--- config.mk ---
export PLATFORM = sky130hd
export DESIGN_NAME = buffer_arbiter
export DESIGN_NICKNAME = d
export VERILOG_FILES = /design/src/rtl/buffer_arbiter.sv
export SDC_FILE = /design/constraint.sdc
export NUM_CORES = 1
export LEC_CHECK = 0
export CAP_MARGIN = 10
export CELL_PAD_IN_SITES_DETAIL_PLACEMENT = 0
export CELL_PAD_IN_SITES_GLOBAL_PLACEMENT = 1
export CORE_ASPECT_RATIO = 0.9
export CORE_MARGIN = 1.5
export CORE_UTILIZATION = 27
export CTS_BUF_LIST = sky130_fd_sc_hd__clkbuf_4 sky130_fd_sc_hd__clkbuf_8 sky130_fd_sc_hd__clkbuf_16
export DETAILED_ROUTE_END_ITERATION = 12
export HOLD_SLACK_MARGIN = 0.15
export PLACE_DENSITY_LB_ADDON = 0.1
export SLEW_MARGIN = 20
export SYNTH_ARGS = -nofsm -noshare
export SYNTH_HDL_FRONTEND = slang
export SYNTH_SLANG_ARGS = --single-unit
--- constraint.sdc ---
create_clock -name clock -period 2.6 [get_ports clock]
set_clock_uncertainty 0.05 [all_clocks]
set_input_delay 0.26 -clock clock [delete_from_list [all_inputs] [get_ports clock]]
set_output_delay 0.26 -clock clock [all_outputs]
set_load 0.03 [all_outputs]
--- src/rtl/buffer_arbiter.sv ---
// Four-way round-robin arbiter feeding a one-entry registered output stage.
// Define ARBITER_LOCK_EN to build burst locking (OPEN/LOCKED FSM with owner).
module buffer_arbiter #(
    parameter int WIDTH = 8
) (
    input  logic               clock,
    input  logic               reset,
    input  logic [4*WIDTH-1:0] data_in,
    input  logic [3:0]         write_in,
    input  logic [3:0]         lock_in,
    output logic [3:0]         write_ready,
    input  logic               next_ready,
    output logic [WIDTH-1:0]   data_out,
    output logic               write_out,
    output logic [1:0]         grant_id
);

    logic [1:0] last_grant;
    logic [1:0] winner;
    logic [1:0] idx;
    logic       found;
    logic       stage_ready;
    logic       transfer;
    logic [3:0] eligible;
    logic [3:0] request;

`ifdef ARBITER_LOCK_EN
    typedef enum logic {
        OPEN,
        LOCKED
    } state_t;

    state_t     state;
    state_t     next_state;
    logic [1:0] owner;
    logic [1:0] next_owner;

    // While locked only the owner may win, even if it is currently idle.
    assign eligible = (state == LOCKED) ? (4'b0001 << owner) : 4'b1111;

    always_ff @(posedge clock) begin
        if (reset) begin
            state <= OPEN;
            owner <= 2'd0;
        end else begin
            state <= next_state;
            owner <= next_owner;
        end
    end

    always_comb begin
        next_state = state;
        next_owner = owner;
        unique case (state)
            OPEN: begin
                if (transfer && lock_in[winner]) begin
                    next_state = LOCKED;
                    next_owner = winner;
                end
            end
            LOCKED: begin
                if (transfer && !lock_in[owner]) begin
                    next_state = OPEN;
                end
            end
            default: next_state = OPEN;
        endcase
    end
`else
    logic unused_lock;

    assign unused_lock = ^lock_in;
    assign eligible    = 4'b1111;
`endif

    assign request     = write_in & eligible;
    assign stage_ready = ~write_out | next_ready;

    // Search starts one past the last grant and wraps modulo 4.
    always_comb begin
        found  = 1'b0;
        winner = 2'd0;
        idx    = 2'd0;
        for (int k = 1; k <= 4; k++) begin
            idx = last_grant + 2'(k);
            if (!found && request[idx]) begin
                found  = 1'b1;
                winner = idx;
            end
        end
    end

    assign transfer    = stage_ready & found;
    assign write_ready = transfer ? (4'b0001 << winner) : 4'b0000;

    always_ff @(posedge clock) begin
        if (reset) begin
            data_out   <= '0;
            write_out  <= 1'b0;
            grant_id   <= 2'd0;
            last_grant <= 2'd3;
        end else if (transfer) begin
            data_out   <= data_in[winner*WIDTH +: WIDTH];
            write_out  <= 1'b1;
            grant_id   <= winner;
            last_grant <= winner;
        end else if (write_out && next_ready) begin
            data_out  <= '0;
            write_out <= 1'b0;
        end
    end

endmodule

==> Yosys cells after proc, flatten, opt, wreduce, memory -nomap -nowiden <==
Index checks and enable logic that the tools add are counted.
{ "totals": {"reg_bits": 13} }
{ "op_classes": {"n_mux": 21, "reduce_logical": 8, "n_lt_le_gt_ge": 4, "bitwise": 3, "add_sub_neg": 3, "n_shift": 2} }
{ "ops": {"columns": ["cell", "n"], "rows": [
  ["indexed part select 32 x 6 -> 8 bit", 1],
  ["2-to-1 mux 8 bit", 2],
  ["< comparator 2 x 3 -> 1 bit (second input constant)", 4],
  ["2-to-1 mux 1 bit", 10],
  ["binary-select mux 1 bit (select 2 bit)", 4],
  ["2-to-1 mux 2 bit", 4],
  ["adder 2 bit (second input constant)", 2],
  ["logical AND 1 bit", 4],
  ["2-to-1 mux 4 bit", 1],
  ["<< shifter 1 x 2 -> 4 bit (first input constant)", 1],
  ["zero test 1 bit", 3],
  ["adder 2 x 1 -> 2 bit (second input constant)", 1],
  ["nonzero test 2 bit", 1],
  ["bitwise AND 1 bit", 1],
  ["inverter 1 bit", 1],
  ["OR 1 bit", 1]
]} }

==> Depth between registers and ports, before layout <==
Gate-level depths: netlist of the first run.
{ "logic_depth": {"ltp_word": 15, "ltp_mapped": 7} }

==> Worst setup path after synthesis of the first run <==
No wires, ideal clock.
{ "synth_timing": {"path_kind": "flip-flop to output port", "from": "register last_grant[0]", "to": "output port write_ready[0]", "t_required_ns": 2.290, "arrival_ns": 1.692, "path_buffers": 1, "path_slack_ns": 0.598, "path_stages_with_launch": 6, "cell_sequence": "dfxtp_1 nand2b_2 a21o_2 nand3_4 buf_6 nor3_1"} }
{ "synth_via": {"elab_chain_cells": 15, "word_cells_on_any_way": 28} }
{ "synth_lines": {"columns": ["element", "line_no", "rtl"], "rows": [
  ["start: declaration", "18", "logic [1:0] last_grant;"],
  ["start signal: assignment", "106", "last_grant <= winner;"],
  ["adder 2 x 1 -> 2 bit", "85", "idx = last_grant + 2'(k);"],
  ["binary-select mux 1 bit (select 2 bit)", "86", "if (!found && request[idx]) begin"],
  ["2-to-1 mux 1 bit (not written as such)", "86", null],
  ["2-to-1 mux 1 bit", "86", null],
  ["zero test 1 bit", "86", null],
  ["logical AND 1 bit", "86", null],
  ["2-to-1 mux 1 bit", "86", null],
  ["zero test 1 bit", "86", null],
  ["logical AND 1 bit", "86", null],
  ["2-to-1 mux 1 bit", "86", null],
  ["zero test 1 bit", "86", null],
  ["logical AND 1 bit", "86", null],
  ["2-to-1 mux 2 bit or 2-to-1 mux 1 bit (tied branches)", "86", null],
  ["<< shifter 1 x 2 -> 4 bit or bitwise AND 1 bit (tied branches)", "94, 93", null],
  ["2-to-1 mux 4 bit *", "94", "assign write_ready = transfer ? (4'b0001 << winner) : 4'b0000;"],
  ["end: declaration", "11", "output logic [3:0] write_ready,"]
]} }
Every way passes the cells marked *; elsewhere a longest branch is shown, timed or not. The select of a mux whose other input is x is not followed.

==> Worst setup path after layout of the first run <==
{ "layout_timing": {"from": "input port write_in[3]", "to": "output port write_ready[2]"} }
{ "layout_via": {"elab_chain_cells": 14, "word_cells_on_any_way": 25} }
{ "layout_lines": {"columns": ["element", "line_no", "rtl"], "rows": [
  ["start: declaration", "9", "input logic [3:0] write_in,"],
  ["binary-select mux 1 bit (select 2 bit)", "86", null],
  ["2-to-1 mux 1 bit (not written as such)", "86", null],
  ["2-to-1 mux 1 bit", "86", null],
  ["zero test 1 bit", "86", null],
  ["logical AND 1 bit", "86", null],
  ["2-to-1 mux 1 bit", "86", null],
  ["zero test 1 bit", "86", null],
  ["logical AND 1 bit", "86", null],
  ["2-to-1 mux 1 bit", "86", null],
  ["zero test 1 bit", "86", null],
  ["logical AND 1 bit", "86", null],
  ["2-to-1 mux 2 bit or 2-to-1 mux 1 bit (tied branches)", "86", null],
  ["<< shifter 1 x 2 -> 4 bit or bitwise AND 1 bit (tied branches)", "94, 93", null],
  ["2-to-1 mux 4 bit *", "94", null]
]} }
Marked as above.

==> reports/metrics.cfg, run 1 <==
[logic_synthesis]
synth_seq_cells = 13
netlist_area_um2 = 902
syn-num-nets = 142
yosysSeqAreaShare_pct = 28.8
synthAdderAreaFrac_pct = 0
yosysTopAreaCellShare_pct = 28.8
synth_top_family_by_area = compound AO/OA/AOI/OAI gates
synth.area.mux_share_pct = 12.6
syn_inst = 99
yosysTopAreaCell = dfxtp_1
synthTopCellsByArea = dfxtp_1, a221o_1, mux2_2
synth-xor-area-share_pct = 0
yosys_warnings = 0
avgSynthCellArea_um2 = 9.11
yosys.area_share.simple_pct = 26.2
synthDistinctLibCells = 38
synth-compound-area-share_pct = 29.4

[route]
drc_errors = 0
avgRoutedWirePerCell_um = 13.7
vias_per_cell = 4.99
drt_wl_total_um = 2780
ant_nets = 0
first_pass_iters = 4
drtIter0Drc = 33
num_vias = 1013

[power]
p_leak_uw = 0.000642
vdd_drop_max_mv = 0.399
power_uw = 786
pwr_density_cell_nw_per_um2 = 498

[sta]
hold_violations = 0
worst_pin_slew_ns = 0.690
max_freq_ghz = 0.398
fin_tns_setup_ns = 0
rsz0062_at_grt = no
slew_headroom_pct = 53.6
post-route-period-util_pct = 96.7
setup_ws_ns = 0.0853
maxSlewViolCount = 0
setup_viol = 0
period_needed_ns = 2.51
holdWs_ns = 0.408

[clocking]
cts_buffer_depth = 2
cts_tree = yes
cts-buffers-inserted = 3
cts_sinks = 13
clkTransAtPathRegs_ns = 0.06
cts-htree-levels = 1
clock-root-buffer = clkbuf_8
clkLatencyLatePin_ns = 0.24

[floorplan]
design.core.area_um2 = 3110
die_h_um = 57.8
fp.dieArea_um2 = 3700
io_pins = 58
rows = 19
die_w_um = 63.9
start_util_pct = 29.0

[critical_path]
start_kind = primary input
worstPathRequired_ns = 2.29
path_cells = clkdlybuf4s50_1 -> or4_4 -> and2_4 -> nand2_2 -> nor2_1 -> clkdlybuf4s50_1
cp_max_fo = 6
cpMaxStageDelayCell = clkdlybuf4s50_1
critPathMaxStageDelay_ns = 0.58
arrival_ns = 2.20
cp-end-kind = output port
critPathMostFrequentCell = clkdlybuf4s50_1
path_class = primary input to output port

[layout]
drive_gt1_share_pct = 21.1
diodes = 0
instances_no_fill = 203
num-nets-final = 205
layout-area-overhead-vs-synth_pct = 74.9

[placed_design]
io_buffers = 53
dp_slack_ns = 0.0191
gp_congestion = 0.720
place_inst = 199
hpwl_um = 2260

[grt]
grt_pass1_vias = 1076
grt_usage_pct = 15.5
grt_max_degree = 12
grt-ovfl-total = 0
antenna_found_initial = 0
grt_pass1_wl_um = 4510

[worst_hold_path]
min_path_type = register to register

[status]
status = finished, final reports clean

[run]
max_cap_viol_count = 0

## logic make-up (layout without fill, tap and decap cells)
logic type	count (synthesis)	in the layout
AOI/OAI and AO/OA	35	35
buffers and inverters	4	66
DFF	13	13
muxes	10	10
and+or+nand+nor	37	37
## worst max-delay path: cells and delay by family
| family | cells | cell delay [ns] |
|---|---|---|
| AND/OR/NAND/NOR | 4 | 0.84 |
| buffers and inverters | 2 | 1.10 |
## placed cells by master (no fill, tap or decap), types with 3 or more instances in the layout
cell / synthesis / routed
clkdlybuf4s50_1: 0 / 50
dfxtp_1: 13 / 13
buf_4: 0 / 10
a21oi_1: 9 / 9
nor2_1: 8 / 8
nand4_1: 6 / 6
o31ai_1: 6 / 6
a221o_1: 6 / 6
mux2_2: 5 / 5
nand2_1: 4 / 4
nand2b_1: 3 / 3
nor3_1: 3 / 3
clkbuf_8: 0 / 3
## cell usage after synthesis
library cell,instances
dfxtp_1,13
a21oi_1,9
nor2_1,8
a221o_1,6
nand4_1,6
o31ai_1,6
mux2_2,5
nand2_1,4
buf_2,3
nand2b_1,3
nor3_1,3
a32oi_1,2
mux2_1,2
mux2i_1,2
nand2_2,2
nor2b_4,2
o22ai_1,2
a21o_2,1
a31oi_1,1
and2_1,1
and2_4,1
and2b_2,1
and3_1,1
buf_6,1
mux2_4,1
nand2b_2,1
nand3_4,1
o21a_1,1
o21ai_0,1
o21ai_1,1
o21ai_2,1
o21ai_4,1
o21bai_1,1
o221a_2,1
o221ai_1,1
or2_2,1
or3_1,1
or4_4,1
## sequential cells by signal, indices dropped and copies added (netlist names)
| signal | cells |
|---|---|
| grant_id | 2 |
| data_out | 8 |
| write_out | 1 |
| last_grant | 2 |
## cell type report
cell class | instances | area [um2]
Clock buffer | 4 | 48.8
Fill cell | 294 | 1540
Multi-Input combinational cell | 82 | 616
Sequential cell | 13 | 260
Tap cell | 42 | 52.6
Timing Repair Buffer | 62 | 601
## per-layer routing
metal / part of all wire (%) / GRT usage [%] / wire (um)
met3: 6.0 / 5.63 / 166
met5: 0 / 0 / 0
met4: 0.29 / 2.80 / 8
met1: 44 / 17.2 / 1220
met2: 50 / 28.7 / 1390
## worst paths after layout
path                              start  cells after the start                  endpoint  slack [ns]
max                         write_in[3]                      6            write_ready[2]        0.09
min            grant_id[1]$_SDFFE_PP0P_                      2  grant_id[1]$_SDFFE_PP0P_        0.41
max reg2reg  last_grant[0]$_SDFFE_PP1P_                      6  data_out[6]$_SDFFE_PP0P_        0.64
min reg2reg    grant_id[1]$_SDFFE_PP0P_                      2  grant_id[1]$_SDFFE_PP0P_        0.41
## through the flow
step           utilization, %  area [um2]
2_1_floorplan               -         902
3_3_place_gp             48.9        1520
3_5_place_dp             48.9        1520
4_1_cts                  50.5        1570
5_1_grt                  50.7        1580
6_report                 50.7        1580
## power breakdown
group	internal (uW)	total (uW)	switching, uW	leakage [uW]
registers	225	242	17.0	0.000108
clock network	119	190	71.3	0.0000262
logic	186	354	168	0.000508
## timing repair
action,CTS,global route
resized for setup,0,2
hold buffers,0,0
setup endpoints to repair,0,2
buffers inserted,0,0
endpoints found under the hold margin,0,0
Power figures use the tool's default switching activity.
==> run 2, diff against run 1 <==
- ABC_CLOCK_PERIOD_IN_PS: unset -> 2600
- PLACE_DENSITY: unset -> 0.95
- PLACE_DENSITY_LB_ADDON: 0.1 -> unset
- SKIP_CTS_REPAIR_TIMING: unset -> 1
==> run 2 against run 1 <==
- global-route usage shrank 0.18 points
- maximum frequency up 12%
- combinational power about the same
- count of clock-buffer cells in the layout did not move
- sequential power about the same
- non-clock buffer count grew 2
- clock power up 3%
- flip-flop and latch count unchanged
- cell count is 0.99% higher
- critical path type unchanged
- critical endpoint is now write_ready[0]
==> reports/metrics.cfg, run 2 (same netlist as run 1, synthesis figures left out) <==
[route]
num_vias = 1059  ; +4.5%
avgRoutedWirePerCell_um = 13.4  ; -2.6%
ant_nets = 0  ; unchanged
first_pass_iters = 4  ; unchanged
drt_wl_total_um = 2740  ; -1.7%
vias_per_cell = 5.17  ; +3.5%
drtIter0Drc = 42  ; +27%
drc_errors = 0  ; unchanged

[placed_design]
dpl_cell_area_um2 = 1540  ; +0.99%
io_buffers = 53  ; unchanged
hpwl_um = 2130  ; -5.9%
gp_congestion = 0.799  ; +11%

[clocking]
clkLatencyLatePin_ns = 0.25  ; about the same
cts-htree-levels = 1  ; unchanged
cts_buffer_depth = 2  ; unchanged
clkTransAtPathRegs_ns = 0.06  ; about the same
cts_sinks = 13  ; unchanged
clock-root-buffer = clkbuf_8
cts-buffers-inserted = 3  ; unchanged
cts_tree = yes

[critical_path]
critPathMostFrequentCell = buf_4
timing.reg2reg.setup_slack_ns = 0.68  ; +0.04 ns
cpMaxStageDelayCell = clkdlybuf4s50_1
path_cells = clkdlybuf4s50_1 -> nor2b_4 -> o21ai_4 -> nand3_4 -> buf_4 -> nor3_1 -> buf_4
arrival_ns = 1.94  ; -0.26 ns
critPathBufInv = 3  ; +1
start_kind = primary input
cp_max_fo = 8  ; +2
path_class = primary input to output port
cp-end-kind = output port
worstPathRequired_ns = 2.29  ; about the same
critPathMaxStageDelay_ns = 0.51  ; -0.07 ns
crit_family = buffers and inverters

[grt]
grt_pass1_wl_um = 4500  ; -0.31%
grt_usage_pct = 15.3  ; -0.18 points
antenna_found_initial = 0  ; unchanged
grt-ovfl-total = 0  ; unchanged
grt_pass1_vias = 1071  ; -0.46%
grt_max_degree = 12  ; unchanged

[power]
p_leak_uw = 0.000666  ; +3.8%
vdd_drop_max_mv = 0.230  ; -42%
pwr_density_cell_nw_per_um2 = 496  ; -0.44%

[sta]
slew_headroom_pct = 67.4  ; +14 points
period_needed_ns = 2.25  ; -0.263 ns
worst_pin_slew_ns = 0.489  ; -0.202 ns
fin_tns_setup_ns = 0  ; unchanged
setup_viol = 0  ; unchanged
max_freq_ghz = 0.444  ; +12%
post-route-period-util_pct = 86.6  ; -10 points
maxSlewViolCount = 0  ; unchanged
rsz0062_at_grt = no
hold_violations = 0  ; unchanged

[layout]
num-nets-final = 207  ; +0.98%
diodes = 0  ; unchanged
drive_gt1_share_pct = 22.1  ; +0.97 points
fin_util_pct = 51.2  ; +0.56 points
final_common_cell = clkdlybuf4s50_1
largest_reg_flops = 8  ; unchanged
top_regs = data_out (8), grant_id (2), last_grant (2)
final_area_um2 = 1600  ; +1.1%
fillCellCount = 274  ; -6.8%
layout_common_cells = clkdlybuf4s50_1, dfxtp_1, buf_4
regMostFlops = data_out
layout-area-overhead-vs-synth_pct = 76.8
multi_input_area_um2 = 616  ; unchanged
regArea_um2 = 260  ; unchanged

[floorplan]
rows = 19  ; unchanged
die_w_um = 63.9  ; unchanged
die_h_um = 57.8  ; unchanged
io_pins = 58  ; unchanged
design.core.area_um2 = 3110  ; unchanged
fp.dieArea_um2 = 3700  ; unchanged
start_util_pct = 29.0  ; unchanged

[status]
status = finished, final reports clean

[worst_hold_path]
min_path_type = register to register

[run]
max_cap_viol_count = 0  ; unchanged

==> run 2: cell types whose count changed in the layout (fill, tap and decap cells not counted) <==
cell / delta
dlymetal6s2s_1: +1
clkdlybuf4s50_1: -1
buf_4: +2
==> run 2: metal layers <==
| metal | wire length [um] | global-route usage (%) | vias up | part of all wire, % |
|---|---|---|---|---|
| met1 | 1220 | 16.8 | 485 | 44 |
| met5 | 0 | 0 | - | 0 |
| met2 | 1270 | 26.2 | 50 | 46 |
| li1 | - | - | 518 | - |
| met4 | 36 | 6.83 | 0 | 1.3 |
| met3 | 213 | 6.21 | 6 | 7.8 |
==> run 2: final timing paths <==
path,start,end,depth (start not counted)
worst max register to register,last_grant[1]$_SDFFE_PP1P_,data_out[2]$_SDFFE_PP0P_,6
worst min-delay path,grant_id[1]$_SDFFE_PP0P_,grant_id[1]$_SDFFE_PP0P_,2
worst max-delay path,write_in[3],write_ready[0],7
worst min register to register,grant_id[1]$_SDFFE_PP0P_,grant_id[1]$_SDFFE_PP0P_,2
==> run 2: layout make-up <==
cell class,instances,share of cell area [%]
well taps,42,3.29
multi-input cells,82,38.6
clock buffers,4,3.06
repair buffers,64,38.7
flip-flops and latches,13,16.3
==> run 2: metrics by stage <==
stage / hold WS, ns / worst slack, ns / total power (uW) / instances
after floorplan: 0.376 / 0.598 / 442 / 99
after global placement: 0.401 / 0.0292 / 595 / 201
after detailed placement: 0.406 / 0.0123 / 598 / 201
after CTS: 0.414 / 0.00516 / 794 / 205
after global routing: 0.437 / 0.258 / 831 / 205
final: 0.410 / 0.348 / 792 / 205
==> run 2: where the power goes <==
| part | internal, uW | total, uW | switching, uW | leakage (uW) |
|---|---|---|---|---|
| sequential | 225 | 244 | 18.5 | 0.000108 |
| clock | 119 | 196 | 76.6 | 0.0000262 |
| combinational | 187 | 352 | 166 | 0.000532 |
| total | 531 | 792 | 261 | 0.000666 |
==> run 2: worst reg2reg max path: stages (launching register included) <==
cell and delay [ns]:
dfxtp_1 0.50, o21ai_1 0.15, o221a_2 0.30, buf_4 0.16, or3_1 0.41, a21oi_1 0.18, a221o_1 0.13
==> edit 1 (config.mk and constraints of run 2) <==
`WIDTH`: 8 -> 9.
--- a/src/rtl/buffer_arbiter.sv
+++ b/src/rtl/buffer_arbiter.sv
@@ -1,7 +1,7 @@
 // Four-way round-robin arbiter feeding a one-entry registered output stage.
 // Define ARBITER_LOCK_EN to build burst locking (OPEN/LOCKED FSM with owner).
 module buffer_arbiter #(
-    parameter int WIDTH = 8
+    parameter int WIDTH = 9
 ) (
     input  logic               clock,
     input  logic               reset,
Ports: changed (resized data_in and data_out); port bits go from 58 to 63. No check against the original RTL was run, so the function may have changed too.
==> edit 1 against run 2 <==
- global-route usage down 1.1 points
- wire length rose by 3.9%
- worst setup slack better by 0.0023 ns
- core utilization fell by 3.4 points
- total power is 4.6% higher
- sequential cell count increased by 1
- maximum frequency is essentially flat
- clock power rose by 8%
- area after synthesis is 9.6% higher
- cell count rose by 4.9%
- largest power group unchanged
- cell area up 2.8%
==> edit 1: results (changes against run 2) <==
- instance area at placement: 1570 sq um, was 1540 sq um
- switching component of the power: 0.275 mW, was 0.261 mW
- maximum clock insertion buffer count: 2, unchanged
- maximum number of pins on one net before global-route repair: 20, was 12
- routed length on met1: 1.26 mm, was 1.22 mm
- sequential cell power: 0.265 mW, was 0.244 mW
- final weighted congestion of routability-driven global placement: 0.750, was 0.799
- Port-buffer cells: 58, was 53
- proportion of synthesized chip area in sequential cells: 28.4%, was 28.8%
- fraction of final layout cells sized beyond drive strength 1: 14.6%, was 22.1%
- wire length after detailed routing: 2.84 mm, was 2.74 mm
- part of the total power dissipated in sequential elements: 32.0%, was 30.8%
- via count of the first global-routing pass: 952, was 1,071
- ranking of synthesized cells by area: sky130_fd_sc_hd__dfxtp_1, sky130_fd_sc_hd__mux2i_1, sky130_fd_sc_hd__nand3_1, was sky130_fd_sc_hd__dfxtp_1, sky130_fd_sc_hd__a221o_1, sky130_fd_sc_hd__mux2_2
- max incr delay on CP: 0.59 ns, was 0.51 ns
- detailed-placement wirelength estimate: 2.14 mm, was 2.13 mm
- result of the run: completed, unchanged
- DRC marker count from the first detailed-route iteration: 28, was 42
- synthesized net count: 162, was 142
- count of non-filler cells in the finished layout: 215, was 205
- remaining max-slew budget at the tightest pin: 53.0%, was 67.4%
- ranking of synthesized cells by instance count: sky130_fd_sc_hd__nand3_1, sky130_fd_sc_hd__dfxtp_1, sky130_fd_sc_hd__nand2_1, sky130_fd_sc_hd__mux2i_1, was sky130_fd_sc_hd__dfxtp_1, sky130_fd_sc_hd__a21oi_1, sky130_fd_sc_hd__nor2_1
- distinct cell type count of the synthesized netlist: 29, was 38
- combined global-route utilization of all metal layers: 14.2%, was 15.3%
- Max Fanout on Critical Path: 19, was 8
- fillcell total: 328, was 274
- vias per inst: 4.88, was 5.17
- count of mapped cells out of synthesis: 115, was 99
- global routing usage on met3: 3.90%, was 6.21%
- Max rail drop VDD: 307 uV, was 230 uV
- Cells after DPL: 211, was 201
- WL met2: 1.42 mm, was 1.27 mm
- global-route wire length before repair: 4.33 mm, was 4.50 mm
- met1 track utilization from global routing: 18.5%, was 16.8%
- clock group share of total power: 25.6%, was 24.7%
- critical path data arrival time: 2.36 ns, was 1.94 ns
- leak pwr: 0.613 nW, was 0.666 nW
- CP top delay family: simple AND/OR/NAND/NOR gates, was buffers and inverters
- Placement Setup Slack: -0.0375 ns, was 0.0123 ns
- largest registers: data_out (9), grant_id (2), last_grant (2), was data_out (8), grant_id (2), last_grant (2)
- sum of met3 wire segment lengths after detailed routing: 149 um, was 213 um
==> edit 1: cell types whose count changed in the layout (fill, tap and decap cells not counted), moves of 3 or more <==
cell                                     run 2  this run
sky130_fd_sc_hd__a21oi_1                     9         4
sky130_fd_sc_hd__a221o_1                     6         0
sky130_fd_sc_hd__buf_4                      12         4
sky130_fd_sc_hd__clkdlybuf4s50_1            49        54
sky130_fd_sc_hd__mux2_2                      5         8
sky130_fd_sc_hd__mux2i_1                     2        10
sky130_fd_sc_hd__nand2_1                     4        13
sky130_fd_sc_hd__nand2b_1                    3         7
sky130_fd_sc_hd__nand3_1                     0        18
sky130_fd_sc_hd__nand4_1                     6         0
sky130_fd_sc_hd__o211ai_1                    0         8
sky130_fd_sc_hd__o31ai_1                     6         0
==> edit 1: layout make-up <==
type | instances | area [sq um] | area share (%)
Timing Repair Buffer | 60 | 596 | 36.3
Multi-Input combinational cell | 93 | 654 | 39.9
Tap cell | 44 | 55.1 | 3.36
Sequential cell | 14 | 280 | 17.1
Clock buffer | 4 | 55.1 | 3.36
==> edit 1: logic make-up (layout without fill, tap and decap cells) <==
kind of cell / after synthesis / after routing / share of synthesized area [%]
DFF: 14 / 14 / 28.4
muxes: 19 / 19 / 20.8
AOI/OAI and AO/OA: 20 / 20 / 15.8
buffers and inverters: 8 / 64 / 6.58
and+or+nand+nor: 54 / 54 / 28.5
==> edit 1: worst paths after layout <==
| check | endpoint | slack [ns] | startpoint | depth (start not counted) |
|---|---|---|---|---|
| max | data_out[2] | 0.35 | write_in[0] | 6 |
| min | grant_id[1] | 0.42 | grant_id[1] | 2 |
| max reg2reg | data_out[2] | 0.64 | last_grant[1] | 5 |
| min reg2reg | grant_id[1] | 0.42 | grant_id[1] | 2 |
==> edit 2 (settings of run 2) <==
Without the edit above. Add a define of `ARBITER_LOCK_EN`.
--- a/src/rtl/buffer_arbiter.sv
+++ b/src/rtl/buffer_arbiter.sv
@@ -1,5 +1,7 @@
 // Four-way round-robin arbiter feeding a one-entry registered output stage.
 // Define ARBITER_LOCK_EN to build burst locking (OPEN/LOCKED FSM with owner).
+`define ARBITER_LOCK_EN
+
 module buffer_arbiter #(
     parameter int WIDTH = 8
 ) (
Behaviour: not the same (Yosys sat finds a counterexample within 4 cycles, from zero or initial values and one cycle with reset high).
==> edit 2 against run 2 <==
- the run now ends with setup timing left
- total power rose to 4.0 times the old value
- cell area is 50% higher
- die area rose by 49%
- synthesized cell count rose by 84%
- worst setup slack lost 0.48 ns
- wire length up 83%
- sequential cell count increased by 3
- sequential share of layout area decreased by 2.6 points
- sequential power up 84%
- area after synthesis increased by 52%
- largest power group unchanged
- highest routed layer unchanged
==> edit 2: results (changes against run 2) <==
- result of the run: finished, violations left, was completed
- violated checks: setup timing
- share of flip-flops with an asynchronous set or reset: 0%, unchanged
- end of the worst register-to-register path: owner[0], was data_out[2]
- count of non-filler cells in the finished layout: 336, was 205
- synthesized net count: 225, was 142
- start point of the worst min-delay path: grant_id[0], was grant_id[1]
- number of setup violations in the final report: 6, was 0
- post-route worst setup slack: -0.130 ns, was 0.348 ns
- Crit-path slowest cell: sky130_fd_sc_hd__or4b_4, was sky130_fd_sc_hd__clkdlybuf4s50_1
- Port-buffer cells: 57, was 53
- max incr delay on CP: 0.53 ns, was 0.51 ns
- vias per inst: 5.46, was 5.17
- Max rail drop VDD: 539 uV, was 230 uV
- maximum number of pins on one net before global-route repair: 19, was 12
- ranking of synthesized cells by area: sky130_fd_sc_hd__dfxtp_1, sky130_fd_sc_hd__o21ai_0, sky130_fd_sc_hd__nand3_1, was sky130_fd_sc_hd__dfxtp_1, sky130_fd_sc_hd__a221o_1, sky130_fd_sc_hd__mux2_2
- via count of the first global-routing pass: 1,689, was 1,071
- final weighted congestion of routability-driven global placement: 0.803, was 0.799
- Placement Setup Slack: -0.530 ns, was 0.0123 ns
- CP top delay family: simple AND/OR/NAND/NOR gates, was buffers and inverters
- distinct cell type count of the synthesized netlist: 48, was 38
- source of the worst register-to-register timing path: owner[0], was last_grant[1]
- ranking of synthesized cells by instance count: sky130_fd_sc_hd__o21ai_0, sky130_fd_sc_hd__nand2_1, sky130_fd_sc_hd__dfxtp_1, sky130_fd_sc_hd__nand3_1, sky130_fd_sc_hd__a21oi_1, was sky130_fd_sc_hd__dfxtp_1, sky130_fd_sc_hd__a21oi_1, sky130_fd_sc_hd__nor2_1
- leak pwr: 0.971 nW, was 0.666 nW
- detailed-placement wirelength estimate: 3.70 mm, was 2.13 mm
- mean cell area of the mapped netlist: 7.51 sq um, was 9.11 sq um
- critical path data arrival time: 2.42 ns, was 1.94 ns
- Register-to-Register Setup Slack: -0.12 ns, was 0.68 ns
- worst-case reg-to-reg path depth: 7, was 6
- Cells after DPL: 324, was 201
- DRC marker count from the first detailed-route iteration: 184, was 42
- fraction of final layout cells sized beyond drive strength 1: 25.1%, was 22.1%
- Power Density: 1320 nW/um^2, was 496 nW/um^2
- Max Fanout on Critical Path: 5, was 8
- global-route wire length before repair: 7.88 mm, was 4.50 mm
- transition time of the tightest slew-check pin: 0.689 ns, was 0.489 ns
- mux contribution to synthesized area: 7.69%, was 12.6%
- endpoint with the worst hold slack: grant_id[0], was grant_id[1]
- register with the most flip-flops: data_out, unchanged
- combined global-route utilization of all metal layers: 17.7%, was 15.3%
- share of the synthesized area in compound gates (AO/OA/AOI/OAI): 36.3%, was 29.4%
[edit 2: cell count changes after synthesis, moves of 6 or more]
cell / run 2 / this run
sky130_fd_sc_hd__nand3_1: 0 / 16
sky130_fd_sc_hd__clkbuf_1: 0 / 8
sky130_fd_sc_hd__o31ai_1: 6 / 0
sky130_fd_sc_hd__a21oi_1: 9 / 15
sky130_fd_sc_hd__o21ai_0: 1 / 18
sky130_fd_sc_hd__a221o_1: 6 / 0
sky130_fd_sc_hd__nand2_1: 4 / 17
[edit 2: cells by family (layout without fill, tap and decap cells)]
| kind of cell | count (synthesis) | count (layout) |
|---|---|---|
| compound gates | 72 | 72 |
| simple gates | 69 | 69 |
| flops | 16 | 16 |
| buf+inv | 16 | 105 |
| mux | 9 | 9 |
[edit 2: layout make-up]
cell class | count | area (sq um)
Multi-Input combinational cell | 150 | 1040
Fill cell | 481 | 2470
Clock buffer | 3 | 41.3
Tap cell | 65 | 81.3
Sequential cell | 16 | 329
Timing Repair Buffer | 100 | 898
Inverter | 2 | 7.51
[edit 2: worst min-delay path: stages, from the launching register on]
cell	delay, ns
sky130_fd_sc_hd__dfxtp_1	0.31
sky130_fd_sc_hd__nand2_1	0.05
sky130_fd_sc_hd__a21oi_1	0.05
[edit 2: where the power goes]
part | switching, mW | internal [mW]
clock network | 0.0899 | 0.103
registers | 0.0908 | 0.359
logic | 1.30 | 1.21
total | 1.49 | 1.67
[edit 2: per-stage QoR]
stage	hold WS [ns]	utilization [%]	cell area [sq um]	power (mW)
2_1_floorplan	0.418	-	1370	1.73
3_3_place_gp	0.394	45.4	2210	2.57
3_5_place_dp	0.399	45.4	2210	2.63
4_1_cts	0.408	46.3	2250	2.82
5_1_grt	0.432	49.3	2400	3.37
6_report	0.404	49.3	2400	3.16
[edit 2: routing by layer]
metal  part of all wire, %  global-route usage (%)
met5                     0                       0
met4                   1.0                    4.37
met3                   5.3                    3.79
met2                    50                    30.4
met1                    44                    22.7
[edit 2: how the worst max path moves through the flow]
stage,from,endpoint,slack [ns],cells past startpoint
2_1_floorplan,owner[1],write_ready[2],0.06,6
4_1_cts,write_in[0],write_ready[0],-0.53,8
6_report,owner[0],write_ready[3],-0.13,8
3_3_place_gp,write_in[0],write_ready[0],-0.47,8
3_5_place_dp,write_in[0],write_ready[0],-0.53,8
5_1_grt,last_grant[0],write_ready[3],-0.19,8
